[config.mk]
export PLATFORM = sky130hd
export DESIGN_NAME = fifo_drain_tx
export DESIGN_NICKNAME = d
export VERILOG_FILES = /design/src/rtl/fifo_drain_tx.sv
export SDC_FILE = /design/constraint.sdc
export NUM_CORES = 1
export LEC_CHECK = 0
export ABC_AREA = 0
export CORE_ASPECT_RATIO = 1.25
export CORE_UTILIZATION = 51
export DETAILED_ROUTE_END_ITERATION = 8
export PLACE_DENSITY = 0.82
export SLEW_MARGIN = 20
export SYNTH_ARGS = -nofsm -noshare
export SYNTH_HDL_FRONTEND = slang
export SYNTH_SLANG_ARGS = --single-unit
[constraint.sdc]
create_clock -name clk -period 3 [get_ports clk]
set_input_delay 0.3 -clock clk [delete_from_list [all_inputs] [get_ports clk]]
set_output_delay 0.3 -clock clk [all_outputs]
set_load 0.05 [all_outputs]
[src/rtl/fifo_drain_tx.sv]
`default_nettype none
// ============================================================================
// Module      : fifo_drain_tx
// Description : Drains a fixed number of result words from a FIFO and
//               serialises each word to a byte sink, most significant byte
//               first, using a valid/ready handshake.
// Ports       : clk, nrst           - clock, synchronous active-low reset
//               start               - run request (seen in IDLE/DONE only)
//               fifo_empty/rd_en    - FIFO status and read strobe
//               fifo_dout           - FIFO data, valid the cycle after rd_en
//               tx_valid/ready/data - byte sink handshake
//               busy, done          - run status
//               words_sent          - words fully sent in the current run
// Revision    : 1.0 - initial release
// ============================================================================
module fifo_drain_tx #(
    parameter int data_width_out = 40,
    parameter int num_words      = 4096,
    parameter int cnt_bits       = 13
) (
    input  logic                      clk,
    input  logic                      nrst,
    input  logic                      start,
    input  logic                      fifo_empty,
    output logic                      fifo_rd_en,
    input  logic [data_width_out-1:0] fifo_dout,
    input  logic                      tx_ready,
    output logic                      tx_valid,
    output logic [7:0]                tx_data,
    output logic                      busy,
    output logic                      done,
    output logic [cnt_bits-1:0]       words_sent
);

    localparam int                  c_bytes     = data_width_out / 8;
    localparam int                  c_idx_w     = (c_bytes > 1) ? $clog2(c_bytes) : 1;
    localparam logic [c_idx_w-1:0]  c_last_idx  = c_idx_w'(c_bytes - 1);
    localparam logic [cnt_bits-1:0] c_num_words = cnt_bits'(num_words);

    typedef enum logic [2:0] {
        S_IDLE  = 3'd0,
        S_WAIT  = 3'd1,
        S_RD    = 3'd2,
        S_LATCH = 3'd3,
        S_SEND  = 3'd4,
        S_DONE  = 3'd5
    } state_t;

    state_t                    state_q, state_d;
    logic [data_width_out-1:0] shift_q, shift_d;
    logic [c_idx_w-1:0]        idx_q,   idx_d;
    logic [cnt_bits-1:0]       cnt_q,   cnt_d;
    logic [cnt_bits-1:0]       cnt_inc;

    assign cnt_inc = cnt_q + cnt_bits'(1);

    always_ff @(posedge clk) begin
        if (!nrst) begin
            state_q <= S_IDLE;
            shift_q <= '0;
            idx_q   <= '0;
            cnt_q   <= '0;
        end else begin
            state_q <= state_d;
            shift_q <= shift_d;
            idx_q   <= idx_d;
            cnt_q   <= cnt_d;
        end
    end

    always_comb begin
        state_d    = state_q;
        shift_d    = shift_q;
        idx_d      = idx_q;
        cnt_d      = cnt_q;
        fifo_rd_en = 1'b0;
        tx_valid   = 1'b0;
        tx_data    = 8'h00;
        busy       = 1'b1;
        done       = 1'b0;

        case (state_q)
            S_IDLE, S_DONE: begin
                busy = 1'b0;
                done = (state_q == S_DONE);
                if (start) begin
                    state_d = S_WAIT;
                    cnt_d   = '0;
                end
            end
            S_WAIT: begin
                if (!fifo_empty) begin
                    state_d = S_RD;
                end
            end
            S_RD: begin
                // Read decision was made in WAIT; data arrives next cycle.
                fifo_rd_en = 1'b1;
                state_d    = S_LATCH;
            end
            S_LATCH: begin
                shift_d = fifo_dout;
                idx_d   = '0;
                state_d = S_SEND;
            end
            S_SEND: begin
                tx_valid = 1'b1;
                tx_data  = shift_q[data_width_out-1 -: 8];
                if (tx_ready) begin
                    shift_d = shift_q << 8;
                    idx_d   = idx_q + c_idx_w'(1);
                    if (idx_q == c_last_idx) begin
                        // Counter stops at num_words because the run ends here.
                        cnt_d   = cnt_inc;
                        state_d = (cnt_inc == c_num_words) ? S_DONE : S_WAIT;
                    end
                end
            end
            default: begin
                state_d = S_IDLE;
            end
        endcase
    end

    assign words_sent = cnt_q;

endmodule
`default_nettype wire

==> results by group <==
Yosys
  – Post-synth ARST share: 0%
  – Count of state elements after synthesis: 59
  – YS warnings: 0
  – Number of synthesized flops with an enable pin: 0
  – Netlist cell types: 43
  – Post-Synthesis Net Count: around 420
  – Synthesized area: between 2000 and 3000 um^2
  – Seq/Total Area, Yosys: about two fifths
  – Cells after Synth: 370
  – Mean instance size in the synthesized netlist: 7.825 um^2
  – Flip-flop cell with the highest count after synthesis: sky130_fd_sc_hd__dfxtp_1

Route
  – Drt initial violations: around 220
  – Average wire per standard cell: 13.39 um
  – Met2 routed wirelength: 3.282 mm
  – Total length of routed met3 wires: 273 um
  – Total wirelength of the detailed-routed design: approximately 6.6 mm
  – Number of design rule violations left after detail routing: 0
  – Antenna-violating nets left: 0
  – M1 wire length: about 2.9 mm
  – Top sig layer: met4
  – Total number of vias: about 2800
  – Drt via density: 5.631
  – Number of search-and-repair iterations in the first detailed-routing pass: 5

Clock network
  – Total CTS buffers: 9
  – Root buffer selected by CTS: sky130_fd_sc_hd__clkbuf_8
  – Clock tree buffer depth: 2
  – Number of H-tree levels: 3
  – Sink count of the clock tree: 59
  – CTS Hold Buffers Added: 0
  – Clock edge transition at the registers on the reported setup and hold paths: 0.07 ns
  – TritonCTS clock tree: built
  – Total setup buffers inserted after CTS: 0
  – Clk Latency, worst-skew pair: 0.34 ns
  – Number of gates resized after CTS: 0

Critical path
  – Critical path launch point type: flip-flop
  – Worst EP arrival: 2.18 ns
  – Worst path required time: 2.70 ns
  – Critical path endpoint category: output port
  – Critical Setup Path Class: reg2out
  – Worst Path Max Fanout: 27

GRT
  – First-pass GRT wire length: approximately 11 mm
  – Initial antenna violation count: 0
  – Vias in the first global route: 2584
  – GRT Overall Usage: 23.38%
  – Sum of overflow across all layers after global routing: 0
  – Pin count of the biggest net entering global routing: between 60 and 70

Layout
  – Commonest cells after routing, fill and taps aside: 72 x sky130_fd_sc_hd__nand2_1, 60 x sky130_fd_sc_hd__clkdlybuf4s50_1, 59 x sky130_fd_sc_hd__dfxtp_1
  – Footprint of the multi-input gates: 1536 um^2
  – Leading cell type in the layout, fill and taps excluded: sky130_fd_sc_hd__nand2_1
  – Layout net count: 471
  – Area overhead of the layout relative to synthesis: 29.43%
  – Final-layout fill cell count: between 400 and 500
  – Reg area: 1181 um^2
  – Share of post-route cells with drive strength above 1: between 8 and 9%
  – Final cell utilization of the core: between 60 and 70%
  – Inserted Diodes: 0

Timing
  – Max Clock Skew: roughly 0.0056 ns
  – Final total negative setup slack: 0 ns
  – Worst-margin pin slew: around 0.8 ns
  – Setup repair after global routing missed its margin: no
  – Normalized max-slew margin: 47.95%
  – Fin. max-slew vios: 0
  – Final worst setup slack: 0.5181 ns
  – Count of endpoints failing setup in the final report: 0
  – Post-layout minimum cycle time: 2.482 ns
  – Fmax achieved: 402.9 MHz
  – Tcrit/Tclk final: between 80% and 90%
  – Final Hold Viols: 0

Place
  – Number of I/O port buffers: between 60 and 70
  – Weighted congestion at the end of routability-driven global placement: 0.8528
  – Post-detail-place hpwl: 4.349 mm
  – Worst slack at placement: around 0.76 ns

Floorplanning
  – Std-Cell Core Area: between 5000 and 6000 um^2
  – X dimension of the die: 69.39 um
  – Die Footprint: 5984 um^2
  – Std-Cell Rows: 30
  – Count of pins on the block boundary: 70
  – Effective utilization at floorplan: a little over half
  – Die height: 86.24 um

Run
  – Maximum capacitance violations: 0

Pwr
  – IR Drop Worst-Case VDD: 0.0003905 V
  – Total Power: 1832 uW
  – Static leakage power: ~0.0013 uW
  – Pwr dens: 488.8 nW/um^2

Hold path
  – Hold Crit Class: reg2reg

Status
  – Outcome: finished, final reports clean
synth_stat cells, types with 5 or more instances:
| cell type | n | area (um^2) |
|---|---|---|
| sky130_fd_sc_hd__nand2_1 | 72 | 270.3 |
| sky130_fd_sc_hd__dfxtp_1 | 59 | 1181 |
| sky130_fd_sc_hd__nor2_1 | 51 | 191.4 |
| sky130_fd_sc_hd__a311oi_1 | 32 | 280.3 |
| sky130_fd_sc_hd__clkbuf_1 | 17 | 63.81 |
| sky130_fd_sc_hd__a21oi_1 | 15 | 75.07 |
| sky130_fd_sc_hd__a22oi_1 | 11 | 82.58 |
| sky130_fd_sc_hd__and2_1 | 10 | 62.56 |
| sky130_fd_sc_hd__nand3_1 | 10 | 50.05 |
| sky130_fd_sc_hd__buf_2 | 9 | 45.04 |
| sky130_fd_sc_hd__nor2b_1 | 9 | 56.30 |
| sky130_fd_sc_hd__o21ai_0 | 9 | 45.04 |
| sky130_fd_sc_hd__nand4_1 | 6 | 37.54 |
| sky130_fd_sc_hd__nor3_1 | 6 | 30.03 |
| sky130_fd_sc_hd__inv_1 | 5 | 18.77 |
cell type report:
| cell class | instances | area share, % |
|---|---|---|
| Clock buffer | 10 | 3.673 |
| Inverter | 6 | 0.6344 |
| Timing Repair Buffer | 73 | 18.96 |
| Sequential cell | 59 | 31.52 |
| Clock inverter | 5 | 2.070 |
| Multi-Input combinational cell | 274 | 41.00 |
| Tap cell | 64 | 2.137 |
registers in the layout (all words and copies together) (netlist names):
| signal | cells |
|---|---|
| words_sent | 13 |
| idx_q | 3 |
| shift_q | 40 |
| state_q | 3 |
cell families after synthesis:
| kind of cell | count (synthesis) | synth area share (%) |
|---|---|---|
| muxes | 3 | 1.167 |
| DFF | 59 | 40.80 |
| buffers and inverters | 37 | 6.179 |
| adders and majority gates | 3 | 1.297 |
| and+or+nand+nor | 183 | 28.82 |
| AOI/OAI and AO/OA | 80 | 20.23 |
| xor gates and xnor gates | 5 | 1.513 |
per-stage QoR:
step	hold slack (ns)	instances	cell area (um^2)
CTS	0.4786	491	3747
floorplan	0.4525	370	2895
detailed placement	0.4716	476	3532
finish	0.4775	491	3747
global route	0.4934	491	3747
global placement	0.4623	476	3532
path summary, 6_finish.rpt:
check	endpoint	slack, ns	start	cells past startpoint
min reg2reg	shift_q[18]	0.48	shift_q[10]	2
max reg2reg	state_q[2]	0.72	words_sent[0]	6
max	tx_data[0]	0.52	state_q[2]	5
min	shift_q[18]	0.48	shift_q[10]	2
worst max-delay path, stage by stage, from the launching register on:
cell and delay (ns):
sky130_fd_sc_hd__dfxtp_1 0.52, sky130_fd_sc_hd__or3b_1 0.43, sky130_fd_sc_hd__clkinv_2 0.22, sky130_fd_sc_hd__buf_4 0.31, sky130_fd_sc_hd__and2_1 0.16, sky130_fd_sc_hd__buf_4 0.19
layer usage:
| layer | vias up | track usage, % |
|---|---|---|
| li1 | 1416 | - |
| met1 | 1278 | 27.87 |
| met2 | 61 | 40.34 |
| met3 | 10 | 5.465 |
| met4 | 0 | 10.02 |
| met5 | - | 0 |
power by group:
part	internal, uW	switching, uW	total, uW	leakage (uW)
Sequential	812	20.3	832	0.000477
Clock	482	312	795	0.000108
Combinational	103	102	205	0.000757
Total	1400	435	1830	0.00134
Note: power is estimated with default switching activity, not from simulation.
==> RTL change, RTL diff (same settings) <==
Set the parameter `data_width_out` to 60 (it was 40).
--- a/src/rtl/fifo_drain_tx.sv
+++ b/src/rtl/fifo_drain_tx.sv
@@ -15,5 +15,5 @@
 // ============================================================================
 module fifo_drain_tx #(
-    parameter int data_width_out = 40,
+    parameter int data_width_out = 60,
     parameter int num_words      = 4096,
     parameter int cnt_bits       = 13
Ports: changed (resized fifo_dout); port bits go from 70 to 90. No check against the original RTL was run, so the function may have changed too.
==> RTL change against the original RTL <==
- routed wire length rose by 37%
- sequential share of layout area grew 0.59 points
- final area rose by 31%
- worst setup slack better by 0.069 ns
- non-clock buffer count up 21
- total power is 18% higher
- synthesized cell count is 30% higher
- area after synthesis is 29% higher
- first-iteration DRC count rose by 24%
- sequential cell count rose by 20
- clock skew increased by 0.0055 ns
- critical path depth unchanged
- sequential power is 32% higher
- largest power group unchanged
==> RTL change: results (changes against the original RTL) <==
Hold Path Origin shift_q[19] (was shift_q[10]); count of buffers from port buffering 89 (was 69); clock skew 0.0112 ns (was 0.00563 ns); routed wire length 9000 um (was 6570 um); hold worst-path end shift_q[27] (was shift_q[18]); Synth Net Count 550 (was 418); Synth Instances 482 (was 370); Reg2Reg Capture Point shift_q[20] (was state_q[2]); Final nets 615 (was 471); clock network latency to the later pin of the worst-skew pair 0.36 ns (was 0.34 ns); Cells after DPL 626 (was 476); Worst-path clk slew 0.09 ns (was 0.07 ns); relative slew slack 58.4% (was 47.9%); crit path DAT 2.11 ns (was 2.18 ns); layout cell share with drive strength beyond 1 7.97% (was 8.20%); Seq/Total Area, Yosys 42.4% (was 40.8%); Max VDD drop 0.283 mV (was 0.391 mV); first-pass GRT wire length 14700 um (was 11400 um); routed via count 3605 (was 2765); pin count of the biggest net entering global routing 73 (was 64); vias in the first global route 3204 (was 2584); Routability Congestion 0.830 (was 0.853); Largest register FFs 60 (was 40); r2r setup slk 0.67 ns (was 0.72 ns); outcome complete, no violations (unchanged); hpwl dp 6010 um (was 4350 um); Post-synth top cells 115 x nand2_1, 84 x nor2_1, 79 x dfxtp_1, 52 x a311oi_1, 21 x buf_2 (was 72 x nand2_1, 59 x dfxtp_1, 51 x nor2_1, 32 x a311oi_1, 17 x clkbuf_1); LEAKAGE 1.77 nW (was 1.34 nW); Initial DRC Count 274 (was 221); Worst Path Max Fanout 26 (was 27)
[RTL change: layout make-up]
type	instances	area (um2)
Multi-Input combinational cell	359	1970
Timing Repair Buffer	94	1040
Inverter	4	15.0
Sequential cell	79	1580
Fill cell	579	2090
Clock inverter	6	70.1
Clock buffer	10	138
Tap cell	90	113
[RTL change: power breakdown]
group	internal (mW)	leakage (nW)	switching (mW)
Combinational	0.134	1.04	0.121
Sequential	1.08	0.638	0.0235
Clock	0.409	0.0947	0.399
[RTL change: metal layers]
| metal | part of all wire, % | track usage, % | vias to the layer above |
|---|---|---|---|
| li1 | - | - | 1825 |
| met1 | 44 | 31.2 | 1652 |
| met2 | 48 | 39.5 | 111 |
| met3 | 5.0 | 3.47 | 17 |
| met4 | 2.4 | 12.5 | 0 |
| met5 | 0 | 0 | - |
[RTL change: through the flow]
stage	hold WS, ns	setup WS [ns]	area (um2)
after floorplan	0.452	0.524	3730
after global routing	0.492	0.459	4930
after CTS	0.466	0.568	4930
after global placement	0.461	0.701	4720
after detailed placement	0.467	0.643	4720
final	0.464	0.587	4930
[RTL change: logic make-up (layout without fill, tap and decap cells)]
| family | after synthesis | count (layout) | share of synthesized area [%] |
|---|---|---|---|
| compound gates | 103 | 103 | 21.2 |
| buf+inv | 44 | 114 | 5.13 |
| flops | 79 | 79 | 42.4 |
| fa+ha+maj | 3 | 3 | 1.01 |
| mux | 2 | 2 | 0.604 |
| simple gates | 246 | 246 | 28.5 |
| xor+xnor | 5 | 5 | 1.17 |
[RTL change: worst max-delay path by stage]
| stage | slack (ns) | startpoint | end |
|---|---|---|---|
| 2_1_floorplan | 0.52 | words_sent[0] | state_q[2] |
| 3_5_place_dp | 0.64 | tx_ready | words_sent[12] |
| 5_1_grt | 0.46 | state_q[2] | tx_data[6] |
| 4_1_cts | 0.57 | state_q[2] | tx_data[4] |
| 3_3_place_gp | 0.70 | tx_ready | words_sent[12] |
| 6_report | 0.59 | state_q[2] | tx_data[4] |
[RTL change: worst max-delay path, cell delays in order, from the launching register on]
cell and delay (ns):
dfxtp_1 0.51, or3b_2 0.51, inv_2 0.08, buf_4 0.27, and2_1 0.23, buf_12 0.15
